`src/rtl/vga_timing_gen.sv`:
```
// vga_timing_gen: parametrised VGA timing from the system clock with a pixel-rate enable, syncs, coordinates and frame pulses.
module vga_timing_gen #(
  parameter int H_ACTIVE    = 640,
  parameter int H_FP        = 16,
  parameter int H_SYNC      = 96,
  parameter int H_BP        = 48,
  parameter int V_ACTIVE    = 480,
  parameter int V_FP        = 10,
  parameter int V_SYNC      = 2,
  parameter int V_BP        = 33,
  parameter int CLK_DIV     = 4,
  parameter int SCALE_SHIFT = 2,
  parameter int HS_POL      = 0,
  parameter int VS_POL      = 0,
  parameter int CNT_W       = 10,
  parameter int FRAME_W     = 8
) (
  input  logic               clock,
  input  logic               rst,
  output logic               pix_en,
  output logic               horiz_sync,
  output logic               vert_sync,
  output logic               video_on,
  output logic [CNT_W-1:0]   pixel_row,
  output logic [CNT_W-1:0]   pixel_column,
  output logic [CNT_W-1:0]   scaled_row,
  output logic [CNT_W-1:0]   scaled_col,
  output logic               line_start,
  output logic               frame_start,
  output logic [FRAME_W-1:0] frame_count
);
  localparam int H_TOTAL = H_ACTIVE + H_FP + H_SYNC + H_BP;
  localparam int V_TOTAL = V_ACTIVE + V_FP + V_SYNC + V_BP;
  localparam int DIV_W = CLK_DIV > 1 ? $clog2(CLK_DIV) : 1;
  localparam int HS_START = H_ACTIVE + H_FP;
  localparam int VS_START = V_ACTIVE + V_FP;
  localparam logic HP = 1'(HS_POL);
  localparam logic VP = 1'(VS_POL);
  logic [DIV_W-1:0] div;
  logic [CNT_W-1:0] hcnt, vcnt;
  logic [CNT_W:0] hx, vx;
  logic step, div_last, h_last, v_last, act, hs_on, vs_on, at_origin_h, at_origin;
  always_comb begin
    hx = {1'b0, hcnt};
    vx = {1'b0, vcnt};
    div_last = div == DIV_W'(CLK_DIV - 1);
    h_last = hcnt == CNT_W'(H_TOTAL - 1);
    v_last = vcnt == CNT_W'(V_TOTAL - 1);
    act = (hx < (CNT_W+1)'(H_ACTIVE)) && (vx < (CNT_W+1)'(V_ACTIVE));
    hs_on = (hx >= (CNT_W+1)'(HS_START)) && (hx < (CNT_W+1)'(HS_START + H_SYNC));
    vs_on = (vx >= (CNT_W+1)'(VS_START)) && (vx < (CNT_W+1)'(VS_START + V_SYNC));
    // step marks the clock right after a counter update, so a zero count here means a fresh wrap
    at_origin_h = step && (hcnt == '0);
    at_origin = at_origin_h && (vcnt == '0);
  end
  always_ff @(posedge clock) begin
    if (rst) begin
      div          <= '0;
      hcnt         <= '0;
      vcnt         <= '0;
      step         <= 1'b0;
      pix_en       <= 1'b0;
      video_on     <= 1'b0;
      horiz_sync   <= ~HP;
      vert_sync    <= ~VP;
      pixel_row    <= '0;
      pixel_column <= '0;
      scaled_row   <= '0;
      scaled_col   <= '0;
      line_start   <= 1'b0;
      frame_start  <= 1'b0;
      frame_count  <= '0;
    end else begin
      div    <= div_last ? '0 : div + DIV_W'(1);
      pix_en <= div_last;
      step   <= pix_en;
      if (pix_en) begin
        hcnt <= h_last ? '0 : hcnt + CNT_W'(1);
        if (h_last) vcnt <= v_last ? '0 : vcnt + CNT_W'(1);
      end
      video_on     <= act;
      horiz_sync   <= hs_on ? HP : ~HP;
      vert_sync    <= vs_on ? VP : ~VP;
      pixel_row    <= vcnt;
      pixel_column <= hcnt;
      scaled_row   <= vcnt >> SCALE_SHIFT;
      scaled_col   <= hcnt >> SCALE_SHIFT;
      line_start   <= at_origin_h;
      frame_start  <= at_origin;
      frame_count  <= frame_count + FRAME_W'(at_origin);
    end
  end
endmodule

```
`config.mk`:
```
export PLATFORM = sky130hd
export DESIGN_NAME = vga_timing_gen
export DESIGN_NICKNAME = d
export VERILOG_FILES = /design/src/rtl/vga_timing_gen.sv
export SDC_FILE = /design/constraint.sdc
export NUM_CORES = 1
export LEC_CHECK = 0
export ABC_AREA = 0
export BUFFER_PORTS_ARGS = -buffer_cell sky130_fd_sc_hd__buf_2
export CORE_MARGIN = 2
export CORE_UTILIZATION = 40
export CTS_BUF_LIST = sky130_fd_sc_hd__clkbuf_16
export DETAILED_ROUTE_END_ITERATION = 16
export HOLD_SLACK_MARGIN = 0.1
export REMOVE_ABC_BUFFERS = 1
export SYNTH_ARGS = -nofsm -noshare
export SYNTH_HDL_FRONTEND = slang
export SYNTH_SLANG_ARGS = --single-unit
export TNS_END_PERCENT = 1
```
`constraint.sdc`:
```
create_clock -name clock -period 4.5 [get_ports clock]
set_input_delay 0.45 -clock clock [delete_from_list [all_inputs] [get_ports clock]]
set_output_delay 0.45 -clock clock [all_outputs]
set_load 0.01 [all_outputs]
```
After elaboration in Yosys (flattened, before gate mapping)
Index checks and enable logic that the tools add are counted.
{"block": "totals", "reg_bits": 77, "output_inout_bits": 54, "elab_cells": 43}
{"block": "op_classes", "add_sub_neg": 4, "order_cmp": 6, "eq_ne": 3, "mux": 4, "reduce_logical": 9}
{"op": "$add 10x1->10 const B", "n": 2}
{"op": "$eq 10x10->1 const B", "n": 2}
{"op": "$logic_not 10->1", "n": 2}
{"op": "$lt 10x10->1 const B", "n": 2}
{"op": "$lt 10x9->1 const B", "n": 2}
{"op": "$mux 10", "n": 2}
{"op": "$ge 10x10->1 const B", "n": 1}
{"op": "$ge 10x9->1 const B", "n": 1}
{"op": "$add 8x1->8", "n": 1}
{"op": "$logic_and 1x1->1", "n": 5}
{"op": "$add 2x1->2 const B", "n": 1}
{"op": "$eq 2x2->1 const B", "n": 1}
{"op": "$mux 1", "n": 2}
{"op": "$reduce_and 2->1", "n": 1}
{"op": "$reduce_or 2->1", "n": 1}

Depth between registers and ports, before layout
{"block": "logic_depth", "depth_word": 4, "ltp_mapped": 11, "depth_no_buf": 11}

Worst setup path after synthesis
No wires, ideal clock.
{"block": "synth_path", "path_type": "register to register", "start": "register hcnt[0]", "end": "register vcnt[7]", "arrival_time_ns": 1.667, "setup_slack_ns": 2.761, "stages_incl_launch_ff": 8, "synth_period_minus_slack_ns": 1.739, "cell_sequence": "dfxtp_1 ha_1 and4_1 buf_6 nand3_4 buf_6 or4_1 a21oi_1"}
{"block": "synth_via", "elab_chain_cells": 2}
{"item": "start, declared", "line": "40", "source": "logic [CNT_W-1:0] hcnt, vcnt;"}
{"item": "start signal, assigned", "line": "78", "source": "hcnt <= h_last ? '0 : hcnt + CNT_W'(1);"}
{"item": "$eq 10x10->1", "line": "47", "source": "h_last = hcnt == CNT_W'(H_TOTAL - 1);"}
{"item": "$reduce_and 2->1 (no source line)"}
{"item": "end signal, assigned", "line": "79", "source": "if (h_last) vcnt <= v_last ? '0 : vcnt + CNT_W'(1);"}
{"item": "end, declared", "line": "40"}
No other way between the ends.
A chain may end at the register's enable or synchronous reset.

Worst setup path in the final report
{"block": "layout_path", "start": "register vcnt[4]", "end": "register frame_count[7]"}
{"block": "layout_via", "elab_chain_cells": 3}
{"item": "$logic_not 10->1", "line": "54", "source": "at_origin = at_origin_h && (vcnt == '0);"}
{"item": "$logic_and 1x1->1", "line": "54"}
{"item": "net at_origin", "line": "42", "source": "logic step, div_last, h_last, v_last, act, hs_on, vs_on, at_origin_h, at_origin;"}
{"item": "$add 8x1->8", "line": "90", "source": "frame_count <= frame_count + FRAME_W'(at_origin);"}
{"item": "end signal, assigned", "line": "90"}
{"item": "end, declared", "line": "30", "source": "output logic [FRAME_W-1:0] frame_count"}
The timed path passes the listed nets, and every way through them passes these cells.

==> flow_summary_export.csv <==
group,metric,value,unit
die,die_area,6310,µm²
place,place_hpwl,2.68,mm
die,core,5510,µm²
power_and_ir_drop,p_switching,220,µW
drt,drc,0,
timing,whs,435,ps
drt,viasPerCell,4.75,
global_routing,track_usage,13.5,%
synth,synth_adder_area_share,3.85,%
timing,final.min_clock_period,1990,ps
synth,yosysSeqAreaShare,50.1,%
global_routing,globalRouteMet3Util,4.86,%
timing,clock_skew,3.43,ps
synth,ys_types,34,
layout,final_cell_mix,"57 x dfxtp_1, 51 x buf_2, 28 x nor2_1",
clock_network,postCtsHoldBufs,0,
global_routing,grt_antenna_before_repair,0,
critical_path,worst_ep_required_time,4670,ps
drt,wl_per_cell,11.2,µm
run,cap_violations,0,
layout,drive_above_1_share,22.7,%
synth,synth_xor_xnor_area_share,6.16,%
global_routing,grt_pass1_vias,1456,
drt,drtAntennaViolNets,0,
global_routing,grt_max_degree,46,
global_routing,grt_overflow,0,
clock_network,clk_pin_slew,50,ps
critical_path,crit_path_max_fanout,8,
layout,final_common_cell,"dfxtp_1",
timing,hold_violations,0,
clock_network,cts_buffers,9,
critical_path,critical_path_class,"reg -> reg",
timing,maxSlewViolCount,0,
synth,muxShareOfSynthArea,0.440,%
critical_path,crit_end,"frame_count[7]",
global_routing,top_usage_layer,"met2",
synth,synth-edff-count,0,
synth,postSynthAreaPerCell,9.64,µm²
timing,timing.slew.headroom,47.9,%
power_and_ir_drop,p_int,874,µW
timing,setup-tns-final,0,ps
power_and_ir_drop,comb_power_share,1.7,%
die,die_h,79.4,µm
critical_path,r2r_end,"frame_count[7]",
power_and_ir_drop,pwr-share-clk,51.4,%
power_and_ir_drop,netSwitchingFraction,20.1,%
die,die_w,79.4,µm
clock_network,htreeDepth,3,
clock_network,cts_max_path_buffers,2,
global_routing,grtUsageMet1,16.8,%
synth,synth_top_family_by_area,"simple AND/OR/NAND/NOR gates",
power_and_ir_drop,power-per-cell-area,407,nW/µm²
timing,max_clock_freq,0.503,GHz
critical_path,path_cells,"nor4_1 > nand3_1 > nor2_1 > ha_1 > and3_1 > nand3_1 > xor2_1 > nor2_1",
clock_network,post_cts_resized,0,
synth,ys.flop_type,"dfxtp_1",
clock_network,root_buffer,"clkbuf_16",
clock_network,cts_sinks,57,
place,place.gp.congestion,0.754,
clock_network,cts_tree,"done",
hold_path,hold_class,"reg -> reg",
global_routing,use_met2,20.2,%
critical_path,worstSetupStartpoint,"vcnt[4]",
synth,synth_compound_area_share,4.56,%
drt,drtIter0Drc,71,
layout,antennaDiodeCount,0,
critical_path,critPathSlowestCell,"nor4_1",
clock_network,insertion_delay,310,ps
timing,setup_viol,0,
critical_path,worstRegToRegCells,8,
power_and_ir_drop,power_frac_seq,46.9,%
critical_path,r2r_slack,2510,ps
critical_path,endpoint_kind,"flop",
critical_path,critPathMaxStageDelay,430,ps
critical_path,worst-endpoint-arrival,2160,ps
synth,synth-seq-cells,57,
drt,totalWireLength,3.93,mm
die,row_count,27,
timing,grt_setup_unrepaired,"no",
timing,fin_crit_sh,44.2,%
synth,async_flop_share,0,%
layout,areaGrowthSynthToFinish,18.2,%
die,start_util,41.3,%
hold_path,hold_start,"div[0]",
drt,via_count,1662,
power_and_ir_drop,p_leak,1.21,nW
clock_network,post_cts_buffers,0,
layout,finalCoreUtilization,48.9,%
synth,ys_warn_count,0,
layout,nets,282,
critical_path,r2r-start,"vcnt[4]",
drt,drtPass1Iterations,4,
power_and_ir_drop,irDropWorstVdd,0.218,mV
place,port_buffers,51,
synth,yosys.area_share.simple,25.4,%
critical_path,cp-start-kind,"flop",
status,status,"completed",
timing,worst_pin_slew,782,ps
die,ios,56,
global_routing,grt_pass1_wl,6.49,mm
synth,syn-instance-count,236,
synth,syn-cell-area,2280,µm²
## flip-flops by register name (all words and copies together), names as in the netlist
name,flops
hcnt,10
pixel_column,10
pixel_row,10
vcnt,10
frame_count,8
div,2
frame_start,1
horiz_sync,1
line_start,1
pix_en,1
step,1
vert_sync,1
video_on,1
## logic make-up after synthesis
| family | after synthesis |
|---|---|
| DFF | 57 |
| buffers and inverters | 32 |
| and+or+nand+nor | 105 |
| adders and majority gates | 7 |
| other | 1 |
| xor gates and xnor gates | 16 |
| AOI/OAI and AO/OA | 17 |
| muxes | 1 |
## through the flow
step | cells | area (µm²) | power (mW) | worst slack [ps]
finish | 350 | 2690 | 1.09 | 2510
floorplan | 211 | 2090 | 0.532 | 2790
detailed placement | 334 | 2440 | 0.542 | 2540
global route | 350 | 2690 | 1.14 | 2310
CTS | 350 | 2690 | 1.11 | 2490
global placement | 334 | 2440 | 0.542 | 2570
## synthesized netlist by cell type, types with 5 or more instances
cell / instances / share of area, %
dfxtp_1: 57 / 50
nor2_1: 28 / 4.6
nor2b_1: 21 / 5.8
buf_4: 20 / 6.6
nand3_1: 13 / 2.9
xor2_1: 11 / 4.2
and3_1: 8 / 2.2
nand2_1: 8 / 1.3
a21oi_1: 7 / 1.5
ha_1: 7 / 3.8
clkbuf_1: 5 / 0.82
nand4_1: 5 / 1.4
o31ai_1: 5 / 1.6
xnor2_1: 5 / 1.9
## worst max-delay path, delay by kind of cell, from the launching register on
family,cells,cell delay [ps]
XOR/XNOR,1,150
flip-flops,1,390
adder cells (fa/ha/maj),1,170
AND/OR/NAND/NOR,6,1140
## layout make-up
type                            count  area [µm²]
Fill cell                         528        2820
Inverter                            4        15.0
Clock inverter                      7        28.8
Timing Repair Buffer               51         255
Sequential cell                    57        1140
Multi-Input combinational cell    150         935
Clock buffer                        9         225
Tap cell                           72        90.1
## how the worst min path moves through the flow
stage / end / slack [ps] / cells past startpoint
after floorplan: div[0] / 400 / 1
after global placement: div[0] / 420 / 1
after detailed placement: div[0] / 430 / 1
after CTS: div[0] / 440 / 1
after global routing: div[0] / 460 / 1
final: div[0] / 430 / 1
## power groups by stage
stage	Clock, mW	Sequential (mW)	Combinational, mW
2_1_floorplan	0	0.523	0.00933
3_3_place_gp	0	0.522	0.0196
3_5_place_dp	0	0.522	0.0194
4_1_cts	0.579	0.512	0.0195
5_1_grt	0.610	0.512	0.0220
6_report	0.562	0.513	0.0190
## layer usage
| metal | vias to the layer above | share of wire, % |
|---|---|---|
| met4 | 0 | 2.0 |
| met5 | - | 0 |
| li1 | 853 | - |
| met3 | 8 | 5.2 |
| met1 | 764 | 48 |
| met2 | 37 | 44 |
Note: power is estimated with default switching activity, not from simulation.
